[src/rtl/uart_reg_bridge.sv]
// Bus-side front end for the UART register block: turns one valid/ready request
// into a single reg_we/reg_re strobe and returns a registered response.
module uart_reg_bridge #(
  parameter int unsigned   AW        = 12,
  parameter int unsigned   DW        = 32,
  parameter logic [AW-1:0] MAX_ADDR  = 12'h01C,
  parameter logic [DW-1:0] ERR_RDATA = 32'h0000_0000
) (
  input  logic          clk_i,
  input  logic          rst_ni,
  input  logic          req_valid_i,
  output logic          req_ready_o,
  input  logic          req_write_i,
  input  logic [AW-1:0] req_addr_i,
  input  logic [DW-1:0] req_wdata_i,
  input  logic [3:0]    req_be_i,
  output logic          rsp_valid_o,
  input  logic          rsp_ready_i,
  output logic [DW-1:0] rsp_rdata_o,
  output logic          rsp_err_o,
  output logic          reg_we_o,
  output logic          reg_re_o,
  output logic [AW-1:0] reg_addr_o,
  output logic [DW-1:0] reg_wdata_o,
  input  logic [DW-1:0] reg_rdata_i
);

  typedef enum logic [2:0] {IDLE, WR, RD, RD_CAP, RESP} state_e;

  state_e state_q, state_d;

  logic          req_ready_q, req_ready_d;
  logic          rsp_valid_q, rsp_valid_d;
  logic [DW-1:0] rsp_rdata_q, rsp_rdata_d;
  logic          rsp_err_q, rsp_err_d;
  logic          reg_we_q, reg_we_d;
  logic          reg_re_q, reg_re_d;
  logic [AW-1:0] reg_addr_q, reg_addr_d;
  logic [DW-1:0] reg_wdata_q, reg_wdata_d;

  logic accept;
  logic acc_err;

  // Reads ignore byte enables; writes must be full-word.
  always_comb begin
    accept  = req_valid_i && req_ready_q;
    acc_err = (req_addr_i[1:0] != 2'b00) || (req_addr_i > MAX_ADDR) ||
              (req_write_i && (req_be_i != 4'hF));
  end

  always_ff @(posedge clk_i or negedge rst_ni) begin
    if (!rst_ni) begin
      state_q     <= IDLE;
      req_ready_q <= 1'b0;
      rsp_valid_q <= 1'b0;
      rsp_rdata_q <= '0;
      rsp_err_q   <= 1'b0;
      reg_we_q    <= 1'b0;
      reg_re_q    <= 1'b0;
      reg_addr_q  <= '0;
      reg_wdata_q <= '0;
    end else begin
      state_q     <= state_d;
      req_ready_q <= req_ready_d;
      rsp_valid_q <= rsp_valid_d;
      rsp_rdata_q <= rsp_rdata_d;
      rsp_err_q   <= rsp_err_d;
      reg_we_q    <= reg_we_d;
      reg_re_q    <= reg_re_d;
      reg_addr_q  <= reg_addr_d;
      reg_wdata_q <= reg_wdata_d;
    end
  end

  always_comb begin
    state_d = state_q;
    unique case (state_q)
      IDLE: begin
        if (accept) begin
          if (acc_err)          state_d = RESP;
          else if (req_write_i) state_d = WR;
          else                  state_d = RD;
        end
      end
      WR:      state_d = RESP;
      RD:      state_d = RD_CAP;
      RD_CAP:  state_d = RESP;
      RESP:    if (rsp_ready_i) state_d = IDLE;
      default: state_d = IDLE;
    endcase
  end

  // Outputs are registered, so each is decoded from the state being entered.
  always_comb begin
    req_ready_d = (state_d == IDLE);
    reg_we_d    = (state_d == WR);
    reg_re_d    = (state_d == RD);
    rsp_valid_d = (state_d == RESP);
    rsp_rdata_d = rsp_rdata_q;
    rsp_err_d   = rsp_err_q;
    reg_addr_d  = reg_addr_q;
    reg_wdata_d = reg_wdata_q;
    if (accept) begin
      rsp_err_d   = acc_err;
      rsp_rdata_d = acc_err ? ERR_RDATA : '0;
      if (!acc_err) begin
        reg_addr_d  = req_addr_i;
        reg_wdata_d = req_wdata_i;
      end
    end
    if (state_q == RD_CAP) rsp_rdata_d = reg_rdata_i;
  end

  assign req_ready_o = req_ready_q;
  assign rsp_valid_o = rsp_valid_q;
  assign rsp_rdata_o = rsp_rdata_q;
  assign rsp_err_o   = rsp_err_q;
  assign reg_we_o    = reg_we_q;
  assign reg_re_o    = reg_re_q;
  assign reg_addr_o  = reg_addr_q;
  assign reg_wdata_o = reg_wdata_q;

endmodule

[config.mk]
export PLATFORM = sky130hd
export DESIGN_NAME = uart_reg_bridge
export DESIGN_NICKNAME = d
export VERILOG_FILES = /design/src/rtl/uart_reg_bridge.sv
export SDC_FILE = /design/constraint.sdc
export NUM_CORES = 1
export LEC_CHECK = 0
export BUFFER_PORTS_ARGS = -buffer_cell sky130_fd_sc_hd__buf_2
export CAP_MARGIN = 25
export CELL_PAD_IN_SITES_DETAIL_PLACEMENT = 1
export CELL_PAD_IN_SITES_GLOBAL_PLACEMENT = 1
export CORE_ASPECT_RATIO = 0.8
export CORE_MARGIN = 1
export CORE_UTILIZATION = 31
export DETAILED_ROUTE_END_ITERATION = 6
export HOLD_SLACK_MARGIN = 0.06
export PLACE_DENSITY_LB_ADDON = 0.12
export SYNTH_ARGS = -nofsm -noshare
export SYNTH_HDL_FRONTEND = slang
export SYNTH_SLANG_ARGS = --single-unit
[constraint.sdc]
create_clock -name clk_i -period 1.6 [get_ports clk_i]
set_clock_uncertainty 0.15 [all_clocks]
set_input_delay 0.16 -clock clk_i [delete_from_list [all_inputs] [get_ports clk_i]]
set_output_delay 0.16 -clock clk_i [all_outputs]
set_load 0.01 [all_outputs]
==> impl_metrics.ini, run 1 <==
[synth]
avgSynthCellArea_sq_um = 12.6
synth-edff-count = 0
synthCells = 270
yosysMostFrequentCell = dfrtp_1
syn-cell-area_sq_um = 3390
ys_seq_elements = 84
synth_area_leaders = dfrtp_1 62%, mux2_4 13%, nand2_1 7.6%
synth_ff_type = dfrtp_1
synth_top_area_frac = 0.620
synthArstFlopShare = 1.00
synth_common_cells = 84 x dfrtp_1, 69 x nand2_1, 32 x nand3_1
ys_seq_area_frac = 0.620
ys_types = 26
synth_nets = 355
synth_top_area_cell = dfrtp_1
yosysWarnings = 0

[global_routing]
grt_max_degree = 85
grt_first_pass_wirelength_microns = 15700
grt_pass1_vias = 3024
overflow = 0
antenna_found_initial = 0
grt_util_all_layers = 0.180

[drt]
drt_first_iter_violations = 87
num_vias = 2978
drc_errors = 0
antenna_left = 0
routed_wl_microns = 10000
wl_per_cell_microns = 15.0
firstDrtPassIters = 4
viasPerCell = 4.46

[die]
coreArea_sq_um = 10400
die_y_microns = 95.6
io_pins = 166
core.rowCount = 33
start_util = 0.325
dieArea_sq_um = 11400
die_x_microns = 119

[sta]
slew_viol_final = 0
max_freq_ghz = 0.627
worstMarginPinSlew_ns = 0.461
tns_ns = 0
maxSlewHeadroom = 0.693
whs_ns = 0.109
hold_viol = 0
fin_crit_ns = 1.59
setup_ws_ns = 0.00586
finalCritPeriodShare = 0.996
final-setup-viol-count = 0
rsz0062_at_grt = yes

[setup_path]
start_kind = flip-flop
cp_max_fo = 7
cp.arrival_ns = 1.66
end_kind = flip-flop
cp_data_required_time_ns = 1.67
critical_path_class = flip-flop to flip-flop

[power_and_ir_drop]
power_frac_comb = 0.132
p_per_area_nw_per_um2 = 916
p_int_mw = 3.94
power_switching_share = 0.228
clock_power_share = 0.432
power.leakage_nw = 3.21
peakVddDrop_mv = 0.725
power_frac_seq = 0.436
power_switching_mw = 1.16

[clocking]
cts_buffer_depth = 2
cts_sinks = 84
clk_pin_slew_ns = 0.06
cts-htree-levels = 3
cts_buffers = 9
tritoncts = done
insertion_delay_ns = 0.33
clockRootBuffer = clkbuf_16

[placed_design]
place_ws_ns = -0.101
hpwlAfterDp_microns = 6330
numPortBuffers = 165
dp.cells = 580
gp_congestion = 0.753

[final_layout]
regArea_sq_um = 2100
fin_cells = 668
area_growth_pct = 64.2
fill_cells = 1125
n_antenna_cell = 0
multi_input_area_sq_um = 1210
fin_util = 0.533
layout.nets = 608
layout-drive-gt1-share = 0.475

[job]
maxCapViolCount = 0

[run_status]
status = finished clean

[hold_path]
hold_path_class = input port to flip-flop
[metrics by stage]
| stage | power (mW) | instance area (sq um) |
|---|---|---|
| global placement | 2.77 | 4480 |
| detailed placement | 2.78 | 4480 |
| floorplan | 2.44 | 3390 |
| finish | 5.10 | 5570 |
| global route | 5.31 | 5570 |
| CTS | 5.13 | 5490 |
[power groups by stage]
| stage | Combinational (mW) | Sequential [mW] | Clock [mW] |
|---|---|---|---|
| after floorplan | 0.173 | 2.27 | 0 |
| after global placement | 0.516 | 2.26 | 0 |
| after detailed placement | 0.521 | 2.26 | 0 |
| after CTS | 0.656 | 2.22 | 2.26 |
| after global routing | 0.739 | 2.23 | 2.35 |
| final | 0.674 | 2.23 | 2.20 |
[layer usage]
| metal | part of all wire | global-route usage | up-vias |
|---|---|---|---|
| met5 | 0 | 0 | - |
| met4 | 0.013 | 0.0475 | 0 |
| met3 | 0.046 | 0.0461 | 10 |
| met2 | 0.48 | 0.300 | 95 |
| met1 | 0.46 | 0.235 | 1459 |
| li1 | - | - | 1414 |
[state kept, by name, indices dropped and copies added, names as in the netlist]
signal / count
state_q: 3
req_ready_o: 1
reg_re_o: 1
rsp_valid_o: 1
reg_we_o: 1
rsp_err_o: 1
rsp_rdata_o: 32
reg_addr_o: 12
reg_wdata_o: 32
[path summary, 6_finish.rpt]
kind / slack [ns] / start / cells after the start / endpoint
setup reg to reg: 0.006 / req_ready_o / 5 / reg_wdata_o[30]
hold / removal: 0.11 / req_addr_i[1] / 5 / reg_we_o
min in group asynchronous: 0.22 / rst_ni / 3 / reg_wdata_o[0]
setup / recovery: 0.006 / req_ready_o / 5 / reg_wdata_o[30]
max in group asynchronous: 0.67 / rst_ni / 3 / state_q[1]
hold reg to reg: 0.33 / reg_addr_o[7] / 1 / reg_addr_o[7]
[what timing repair did]
action,in CTS,in global routing
setup endpoints to repair,21,35
pin swaps,1,1
gates cloned,0,1
hold buffers,70,0
buffers inserted,0,1
gates resized for setup,0,12
hold endpoints to repair,154,0
[placed cells by master (no fill, tap or decap), types with 3 or more instances in the layout]
master,instances
and2_1,9
buf_12,3
buf_2,164
buf_4,16
buf_6,3
clkbuf_16,10
clkinv_2,3
dfrtp_1,82
dlygate4sd3_1,70
mux2_2,3
mux2_4,32
nand2_1,69
nand3_1,32
nand4_1,4
[area by class of cell]
type,instances,share of cell area
clock inverter,5,0.0135
sequential,84,0.378
multi-input combinational,171,0.218
clock buffer,11,0.0436
tap,140,0.0314
timing repair buffer,257,0.316
[critical path, stage by stage (launching register included)]
cell	delay, ns
dfrtp_1	0.37
and2_4	0.14
nand4_1	0.09
nand2b_4	0.22
buf_6	0.17
mux2_2	0.33
[cell families (layout without fill, tap and decap cells)]
| family | Yosys count | after routing | synth area share |
|---|---|---|---|
| AND/OR/NAND/NOR | 129 | 129 | 0.182 |
| flip-flops | 84 | 84 | 0.620 |
| multiplexers | 35 | 35 | 0.149 |
| buffers and inverters | 15 | 273 | 0.0332 |
| AO/OA/AOI/OAI | 7 | 7 | 0.0155 |
Power figures use the tool's default switching activity.
==> inputs of run 2 (changes only) <==
--- a/config.mk
+++ b/config.mk
@@ -7,11 +7,10 @@
 export LEC_CHECK = 0
 export BUFFER_PORTS_ARGS = -buffer_cell sky130_fd_sc_hd__buf_2
 export CAP_MARGIN = 25
-export CELL_PAD_IN_SITES_DETAIL_PLACEMENT = 1
-export CELL_PAD_IN_SITES_GLOBAL_PLACEMENT = 1
 export CORE_ASPECT_RATIO = 0.8
 export CORE_MARGIN = 1
-export CORE_UTILIZATION = 31
+export CORE_UTILIZATION = 41
+export CTS_CLUSTER_DIAMETER = 100
 export DETAILED_ROUTE_END_ITERATION = 6
 export HOLD_SLACK_MARGIN = 0.06
 export PLACE_DENSITY_LB_ADDON = 0.12
==> run 2 against run 1 <==
The flow now finishes with violations (negative setup slack). Sequential cell count did not move. Cell count fell by 4.3%. Register-to-register slack got worse by 0.09 ns. Count of clock-buffer cells in the layout fell by 1. Fmax fell by 5.1%. Largest cell class unchanged. Highest routed layer unchanged.
==> impl_metrics.ini, run 2 (synthesis results as in run 1) <==
[placed_design]
gp_congestion = 0.760
dp.cells = 547
place_ws_ns = -0.115
numPortBuffers = 165
hpwlAfterDp_microns = 5470

[drt]
drc_errors = 0
drt_first_iter_violations = 70
wl_per_cell_microns = 14.5
viasPerCell = 4.70
antenna_left = 0
num_vias = 3003
routed_wl_microns = 9280
firstDrtPassIters = 4

[power_and_ir_drop]
p_per_area_nw_per_um2 = 823
power.leakage_nw = 3.22
peakVddDrop_mv = 0.552

[hold_path]
hold_path_class = input port to asynchronous set/reset pin

[global_routing]
grt_pass1_vias = 3069
grt_first_pass_wirelength_microns = 14800
antenna_found_initial = 0
overflow = 0
grt_max_degree = 48
grt_util_all_layers = 0.216

[die]
die_y_microns = 83.4
start_util = 0.425
io_pins = 166
dieArea_sq_um = 8640
core.rowCount = 29
die_x_microns = 104
coreArea_sq_um = 7980

[sta]
setup_ws_ns = -0.0804
max_freq_ghz = 0.595
whs_ns = 0.0856
final-setup-viol-count = 35
fin_crit_ns = 1.68
hold_viol = 0
maxSlewHeadroom = 0.749
worstMarginPinSlew_ns = 0.376
rsz0062_at_grt = yes
finalCritPeriodShare = 1.05
slew_viol_final = 0
tns_ns = -1.66

[final_layout]
layout_commonest_cell = buf_2
final_cell_mix = 164 x buf_2, 84 x dfrtp_1, 71 x dlygate4sd3_1
regArea_sq_um = 2100
area_growth_pct = 62.9
layout-drive-gt1-share = 0.473
layout.nets = 613
multi_input_area_sq_um = 1220
fill_cells = 610
fin_cells = 639
fin_util = 0.692
n_antenna_cell = 0

[setup_path]
end_kind = flip-flop
r2r-start = req_ready_o
slowest_stage = dfrtp_1
cp_data_required_time_ns = 1.68
cp.arrival_ns = 1.76
cp_max_fo = 7
max_stage_delay_ns = 0.36
start_kind = flip-flop
timing.critical_path.from = req_ready_o
cp_cell_sequence = and2_4, nand4_1, nand2b_4, buf_12, clkbuf_16, mux2_4
cpLargestDelayFamily = simple AND/OR/NAND/NOR gates
path_buf_inv = 2
critical_path_class = flip-flop to flip-flop

[clocking]
clockRootBuffer = clkbuf_8
tritoncts = done
cts_sinks = 84
insertion_delay_ns = 0.34
clk_pin_slew_ns = 0.08
cts-htree-levels = 3
cts_buffer_depth = 2
cts_buffers = 9

[run_status]
status = finished with violations
violations = negative setup slack

[job]
maxCapViolCount = 0
-- run 2: power by group --
| part | leakage, nW | total (mW) | internal (mW) | switching (mW) |
|---|---|---|---|---|
| sequential | 1.16 | 2.22 | 2.17 | 0.0453 |
| clock | 0.100 | 1.64 | 0.905 | 0.734 |
| combinational | 1.95 | 0.688 | 0.380 | 0.308 |
-- run 2: worst reg2reg max path, cell delays in order (launching register included) --
cell and delay (ns):
dfrtp_1 0.36, and2_4 0.14, nand4_1 0.11, nand2b_4 0.19, buf_12 0.15, clkbuf_16 0.16
mux2_4 0.30
-- run 2: final cells by class --
type,count,share of cell area
Tap cell,108,0.0245
Clock inverter,4,0.0136
Multi-Input combinational cell,171,0.220
Clock buffer,10,0.0249
Timing Repair Buffer,262,0.336
Sequential cell,84,0.381
-- run 2: stage by stage --
| step | area (sq um) | power [mW] |
|---|---|---|
| 2_1_floorplan | 3390 | 2.44 |
| 3_3_place_gp | 4440 | 2.77 |
| 3_5_place_dp | 4440 | 2.77 |
| 4_1_cts | 5370 | 4.57 |
| 5_1_grt | 5520 | 4.75 |
| 6_report | 5520 | 4.54 |
-- run 2: routing by layer --
layer,track usage,vias to the layer above,part of all wire
met5,0,-,0
met4,0.0844,0,0.025
met3,0.0597,25,0.062
met2,0.367,127,0.49
met1,0.261,1429,0.42
li1,-,1422,-
-- run 2: final timing paths --
kind | end | slack, ns | cells past startpoint
worst max-delay path | reg_wdata_o[0] | -0.08 | 6
worst min-delay path | reg_wdata_o[18] | 0.09 | 2
worst max register to register | reg_wdata_o[0] | -0.08 | 6
worst min register to register | reg_addr_o[9] | 0.33 | 1
max in group asynchronous | rsp_rdata_o[30] | 0.66 | 3
min in group clk_i | rsp_rdata_o[2] | 0.10 | 4
-- run 2: what timing repair did --
action,CTS,global route
buffers inserted,0,4
setup endpoints to repair,28,36
pin swaps,0,2
hold endpoints to repair,155,0
gates cloned,0,3
resized for setup,2,15
hold buffers,71,0
